[src/rtl/keccak_pkg.sv]
// Shared widths and FSM state encoding for the keccak feed controller.
package keccak_pkg;

  localparam int KECCAK_W   = 64;
  localparam int HASH_W     = 512;
  localparam int BYTE_NUM_W = 3;

  typedef enum logic [2:0] {
    IDLE      = 3'd0,
    FETCH     = 3'd1,
    WAIT_RD   = 3'd2,
    ISSUE     = 3'd3,
    PAD       = 3'd4,
    WAIT_HASH = 3'd5,
    DONE      = 3'd6
  } state_t;

endpackage

[src/rtl/keccak_feed_ctrl.sv]
// Pulls 64-bit message words from an external FIFO, feeds them to a keccak core
// with last-beat/byte-count tagging, appends a pad beat when needed, captures the digest.
module keccak_feed_ctrl
  import keccak_pkg::*;
#(
  parameter logic [31:0] MAX_LEN = 32'hFFFF_FFF8
) (
  input  logic                  clk,
  input  logic                  reset,
  input  logic                  start,
  input  logic [31:0]           msg_len,
  input  logic                  fifo_empty,
  output logic                  fifo_read_en,
  input  logic [KECCAK_W-1:0]   fifo_read_data,
  output logic [KECCAK_W-1:0]   keccak_input,
  output logic                  in_ready,
  output logic                  is_last,
  output logic [BYTE_NUM_W-1:0] byte_num,
  input  logic                  buffer_full,
  input  logic                  out_ready,
  input  logic [HASH_W-1:0]     keccak_out,
  output logic                  busy,
  output logic                  done,
  output logic [HASH_W-1:0]     hash_reg
);

  state_t                  state;
  logic [28:0]             words_left;
  logic [BYTE_NUM_W-1:0]   rem;
  logic [KECCAK_W-1:0]     data_q;
  logic [HASH_W-1:0]       hash_q;
  logic                    full_word;
  logic                    beat;

  assign full_word = (words_left != '0);

  // NOTE: every output gets a default first so no path through this block can infer a latch.
  always_comb begin
    beat         = 1'b0;
    in_ready     = 1'b0;
    is_last      = 1'b0;
    byte_num     = '0;
    fifo_read_en = 1'b0;
    busy         = (state != IDLE);
    done         = (state == DONE);
    if (state == FETCH) fifo_read_en = ~fifo_empty;
    if ((state == ISSUE || state == PAD) && !buffer_full) beat = 1'b1;
    if (beat) begin
      in_ready = 1'b1;
      if (state == PAD) begin
        is_last = 1'b1;
      end else if (!full_word) begin
        is_last  = 1'b1;
        byte_num = rem;
      end
    end
  end

  assign keccak_input = data_q;
  assign hash_reg     = hash_q;

  // NOTE: state registers use non-blocking assignments so every flop samples pre-edge values.
  always_ff @(posedge clk or negedge reset) begin
    if (!reset) begin
      state      <= IDLE;
      words_left <= '0;
      rem        <= '0;
      data_q     <= '0;
      hash_q     <= '0;
    end else begin
      case (state)
        IDLE: begin
          if (start && (msg_len <= MAX_LEN)) begin
            words_left <= msg_len[31:3];
            rem        <= msg_len[2:0];
            if (msg_len != 32'd0) begin
              state <= FETCH;
            end else begin
              state  <= PAD;
              data_q <= '0;
            end
          end
        end
        FETCH: begin
          if (!fifo_empty) state <= WAIT_RD;
        end
        WAIT_RD: begin
          data_q <= fifo_read_data;
          state  <= ISSUE;
        end
        ISSUE: begin
          if (!buffer_full) begin
            if (full_word) begin
              words_left <= words_left - 29'd1;
              if ((words_left > 29'd1) || (rem != '0)) begin
                state <= FETCH;
              end else begin
                // The pad beat carries an all-zero word.
                state  <= PAD;
                data_q <= '0;
              end
            end else begin
              state <= WAIT_HASH;
            end
          end
        end
        PAD: begin
          if (!buffer_full) state <= WAIT_HASH;
        end
        WAIT_HASH: begin
          if (out_ready) begin
            hash_q <= keccak_out;
            state  <= DONE;
          end
        end
        DONE:    state <= IDLE;
        default: state <= IDLE;
      endcase
    end
  end

endmodule

[config.mk]
export PLATFORM = sky130hd
export DESIGN_NAME = keccak_feed_ctrl
export DESIGN_NICKNAME = d
export VERILOG_FILES = /design/src/rtl/keccak_pkg.sv /design/src/rtl/keccak_feed_ctrl.sv
export SDC_FILE = /design/constraint.sdc
export NUM_CORES = 1
export LEC_CHECK = 0
export ABC_CLOCK_PERIOD_IN_PS = 2300
export BUFFER_PORTS_ARGS = -buffer_cell sky130_fd_sc_hd__buf_4
export CORE_AREA = 10 10 454 456
export DETAILED_ROUTE_END_ITERATION = 7
export DIE_AREA = 0 0 464 466
export SKIP_CTS_REPAIR_TIMING = 1
export SLEW_MARGIN = 30
export SYNTH_ARGS = -nofsm -noshare
export SYNTH_HDL_FRONTEND = slang
export SYNTH_SLANG_ARGS = --single-unit
export TNS_END_PERCENT = 100
[constraint.sdc]
create_clock -name clk -period 2.3 [get_ports clk]
set_clock_uncertainty 0.15 [all_clocks]
set_input_delay 0.115 -clock clk [delete_from_list [all_inputs] [get_ports clk]]
set_output_delay 0.115 -clock clk [all_outputs]
set_load 0.02 [all_outputs]
==> out/metrics.cfg, run 1 <==
[grt]
track_usage_pct=14.6
grt_pass1_wl_um=211000
grt_pass1_vias=20700
antenna_found_initial=194
grt_max_degree=86
overflow=0

[layout]
final_common_cell=buf_4
largest_register_ffs=512
final_cell_mix=1,283 x buf_4, 737 x dlygate4sd3_1, 609 x dfrtp_1
drive_gt1_share_pct=55.8
final_util_pct=24.2
area.growth.synth_to_final_pct=101
final_nets=4226
fillers=20600

[setup_path]
critPathSlowestCell=dfrtp_1
path_buf_inv=2
crit_family=simple AND/OR/NAND/NOR gates
critPathMaxFanout=3
startpoint_type=register
crit_chain=nor4_4, and3_4, nand3_2, nor4_2, buf_4, and2_4, buf_6
cp-end-kind=primary output
cp.required_ns=2.04
cpPeakStageDelay_ns=0.41
critical_path_class=register to primary output
cp.arrival_ns=2.48

[routing]
routed.top_layer=met5
drt_iter0_markers=1130
antenna_left=0
num_vias=22900
drc=0
routed_via_density=3.59
route.final.wire_length_um=174000
routedWlPerCell_um=27.3
met1Wirelength_um=59600
routed-wl-met2_um=89900
firstDrtPassIters=5
route.met3.wl_um=18100

[yosys]
synth.area.top_cells=dfrtp_1 65%, mux2_2 25%, a22o_1 2.4%
async_flop_share_pct=100
syn_area_um2=23700
yosysWarnings=0
synth_seq_cells=611
ys_types=57
synth_flop_cell=dfrtp_1
synth-edff-count=0
yosysTopAreaCellShare_pct=64.6
seq_area_frac_synth_pct=64.6
synth_fp_nets=2157
yosysTopAreaCell=dfrtp_1
avgSynthCellArea_um2=15.4
synthCells=1540

[clocking]
htree_levels=3
clock_path_buffers=3
numCtsBuffers=80
cts_tree=yes
insertion_delay_ns=0.70
cts_sinks=611
clk_pin_slew_worst_paths_ns=0.06
ctsRootBufferMaster=clkbuf_16

[sta]
finalHoldViolations=0
max_slew_margin_pct=68.5
fin_ws_ns=-0.441
layout_min_cycle_time_ns=2.74
fmax_mhz=365
setup_tns_ns=-8.24
final-max-slew-violation-count=0
period_share_pct=119
final-setup-viol-count=92
worst_slew_pin_slew_ns=0.472
rsz0062_at_grt=yes

[power_and_ir_drop]
p_per_area_nw_per_um2=710
p_leak_uw=0.0237
ir_drop_mv=0.484

[floorplanning]
core_area_um2=197000
fp.dieH_um=466
dieArea_um2=216000
initial_core_util_pct=12.0
ios=1198
rows=163
dieWidth_um=464

[placement]
portBuffers=1197
gp_congestion=0.930
dp_hpwl_um=144000

[run_status]
status=finished with violations
violations=negative setup slack

[min_path]
worstHoldPathType=input pin to register

[run]
drv_cap=0

[power by group]
group | switching (µW) | internal [µW]
combinational | 4210 | 4270
sequential | 740 | 11600
clock | 5500 | 7450
total | 10400 | 23400
[cell usage after synthesis, drive strengths merged, types with 8 or more instances]
cell	count
nand4	11
nor2	36
buf	26
mux2	515
clkbuf	59
nand3	12
dfrtp	611
nor4	19
nor3	24
a31oi	8
o22a	8
a21oi	26
o21ai	26
a22o	65
nand2	27
[logic make-up after synthesis]
family / synth area share (%)
AOI/OAI and AO/OA: 5.30
xor gates and xnor gates: 0.0370
adders and majority gates: 0.159
buffers and inverters: 1.74
DFF: 64.6
muxes: 24.6
and+or+nand+nor: 3.59
[path summary, 6_finish.rpt]
path	slack (ns)	to	cells past startpoint	startpoint
setup / recovery	-0.44	byte_num[1]	7	words_left[24]$_DFFE_PN0P_
hold / removal	0.04	hash_reg[330]$_DFFE_PN0P_	3	keccak_out[330]
setup reg to reg	-0.13	keccak_input[16]$_DFFE_PN0P_	8	words_left[6]$_DFFE_PN0P_
hold reg to reg	0.35	keccak_input[13]$_DFFE_PN0P_	1	keccak_input[13]$_DFFE_PN0P_
max in group asynchronous	0.89	hash_reg[23]$_DFFE_PN0P_	5	reset
min in group asynchronous	0.46	words_left[2]$_DFFE_PN0P_	4	reset
[through the flow]
stage                     std cells  hold WS [ns]  setup slack [ns]  total power, µW  instance area (µm²)
after floorplan                1540        -0.331           0.00838            15600                23700
after global placement         5406        -0.124           -0.0656            19000                36800
after detailed placement       5406        -0.124           -0.0770            19100                36800
after CTS                      5553        -0.940            -0.743            32400                39500
after global routing           6347       -0.0129            -0.541            35300                47500
final                          6376        0.0356            -0.441            33800                47600
[worst reg2reg max path: stages, from the launching register on]
cell,delay [ns]
dfrtp_1,0.41
nor4_4,0.33
buf_4,0.18
nand4b_4,0.17
nor3_2,0.23
a311o_2,0.23
nand4_4,0.12
buf_4,0.24
a22o_1,0.23
[cell type report]
class | count | area [µm²] | area share, %
multi-input combinational | 838 | 8200 | 17.2
tap | 2640 | 3300 | 6.94
antenna | 62 | 155 | 0.326
inverter | 6 | 27.5 | 0.0579
sequential | 611 | 15300 | 32.1
clock inverter | 36 | 420 | 0.884
timing repair buffer | 2072 | 17900 | 37.7
clock buffer | 111 | 2270 | 4.77
[routing by layer]
| layer | track usage, % | up-vias |
|---|---|---|
| met5 | 0 | - |
| met4 | 2.92 | 94 |
| met3 | 8.59 | 426 |
| met2 | 27.0 | 1294 |
| met1 | 13.8 | 11200 |
| li1 | - | 9832 |
Note: power is estimated with default switching activity, not from simulation.
==> run 2, diff against run 1 <==
CORE_AREA = 10 10 458 460   (was 10 10 454 456)
DIE_AREA = 0 0 468 470   (was 0 0 464 466)
==> out/metrics.cfg, run 2 (same netlist as run 1, synthesis figures left out) <==
[run_status]
status=finished with violations
violations=negative setup slack

[min_path]
worstHoldPathType=input pin to register
holdPathStages=3

[layout]
area.growth.synth_to_final_pct=101
finalInstanceArea_um2=47600
drive_gt1_share_pct=56.0
final_nets=4185
stdcell_count=6416
fillers=21100
multiInputGateArea_um2=8160
final_util_pct=23.7
largest_register_ffs=512
regArea_um2=15300
final_cell_mix=1,261 x buf_4, 711 x dlygate4sd3_1, 610 x dfrtp_1
final_common_cell=buf_4

[sta]
final-max-slew-violation-count=0
max_slew_margin_pct=54.3
layout_min_cycle_time_ns=2.65
worst_slew_pin_slew_ns=0.679
period_share_pct=115
setup_tns_ns=-10.67
fin_ws_ns=-0.352
fmax_mhz=377
finalHoldViolations=0
final-setup-viol-count=77
rsz0062_at_grt=yes

[floorplanning]
dieArea_um2=220000
rows=165
core_area_um2=201000
dieWidth_um=468
initial_core_util_pct=11.8
fp.dieH_um=470
ios=1198

[setup_path]
critPathMaxFanout=4
r2r_cells=10
cp.arrival_ns=2.39
cp-end-kind=primary output
cp.required_ns=2.04
critical_path_class=register to primary output
startpoint_type=register

[clocking]
htree_levels=3
ctsRootBufferMaster=clkbuf_16
cts_tree=yes
cts_sinks=611
insertion_delay_ns=0.70
numCtsBuffers=84
clk_pin_slew_worst_paths_ns=0.06
clock_path_buffers=3

[routing]
drc=0
firstDrtPassIters=5
drt_iter0_markers=924
antenna_left=0
routedWlPerCell_um=28.3
routed_via_density=3.55
route.final.wire_length_um=181000
num_vias=22800

[placement]
portBuffers=1197
place_area_um2=36800
gp_congestion=0.890
dp_hpwl_um=152000
dp.cells=5428
pre_cts_slack_ns=-0.0516

[grt]
antenna_found_initial=261
grt_max_degree=75
track_usage_pct=15.1
grt_pass1_wl_um=219000
overflow=0
grt_pass1_vias=20700

[power_and_ir_drop]
p_leak_uw=0.0237
ir_drop_mv=0.485
p_per_area_nw_per_um2=733

[run]
drv_cap=0

-- run 2: cell count changes in the layout (fill, tap and decap cells not counted), moves of 3 or more --
cell           before   now
nor3_1             15    18
buf_12             31    37
bufinv_16           4    10
diode_2            62   107
clkinvlp_4          2     6
buf_4            1283  1261
nor3_2              8     4
dlygate4sd3_1     737   711
clkbuf_16          81    88
a21oi_1            17    20
clkbuf_1           16     8
clkinv_4            6     9
-- run 2: layout make-up --
cell class / count / area share (%)
inverter: 6 / 0.0525
sequential: 611 / 32.1
tap: 2672 / 7.02
clock inverter: 47 / 1.32
antenna: 107 / 0.562
multi-input combinational: 838 / 17.1
clock buffer: 108 / 4.98
timing repair buffer: 2027 / 36.9
-- run 2: critical path: stages, from the launching register on --
cell,delay (ns)
dfrtp_1,0.40
nor4_2,0.28
buf_4,0.15
and3_4,0.21
nand3_2,0.08
nor4_2,0.14
buf_4,0.16
and2_4,0.15
buf_6,0.11
-- run 2: where the power goes --
group	total (µW)	switching [µW]	leakage (µW)	internal, µW
Sequential	12300	691	0.00834	11600
Combinational	8450	4280	0.0139	4160
Clock	14100	5630	0.00146	8500
Total	34900	10600	0.0237	24300
-- run 2: routing by layer --
layer	wire, µm	up-vias	track usage (%)
met4	5120	142	2.92
met5	870	-	0
li1	-	9814	-
met2	87000	1243	26.0
met3	22700	420	13.3
met1	65800	11200	13.4
-- run 2: path summary, 6_finish.rpt --
path,slack [ns],to,from
worst min-delay path,0.03,hash_reg[26]$_DFFE_PN0P_,keccak_out[26]
min in group asynchronous,0.05,hash_reg[485]$_DFFE_PN0P_,reset
worst min register to register,0.35,keccak_input[48]$_DFFE_PN0P_,keccak_input[48]$_DFFE_PN0P_
worst max register to register,-0.20,keccak_input[27]$_DFFE_PN0P_,state[0]$_DFFE_PN0P_
worst max-delay path,-0.35,byte_num[0],words_left[19]$_DFFE_PN0P_
max in group asynchronous,1.41,hash_reg[21]$_DFFE_PN0P_,reset
-- run 2: per-stage QoR --
| step | total power (µW) | hold WS, ns |
|---|---|---|
| 2_1_floorplan | 15600 | -0.331 |
| 3_3_place_gp | 19000 | -0.0426 |
| 3_5_place_dp | 19100 | -0.0382 |
| 4_1_cts | 33700 | -0.856 |
| 5_1_grt | 36500 | -0.0161 |
| 6_report | 34900 | 0.0304 |
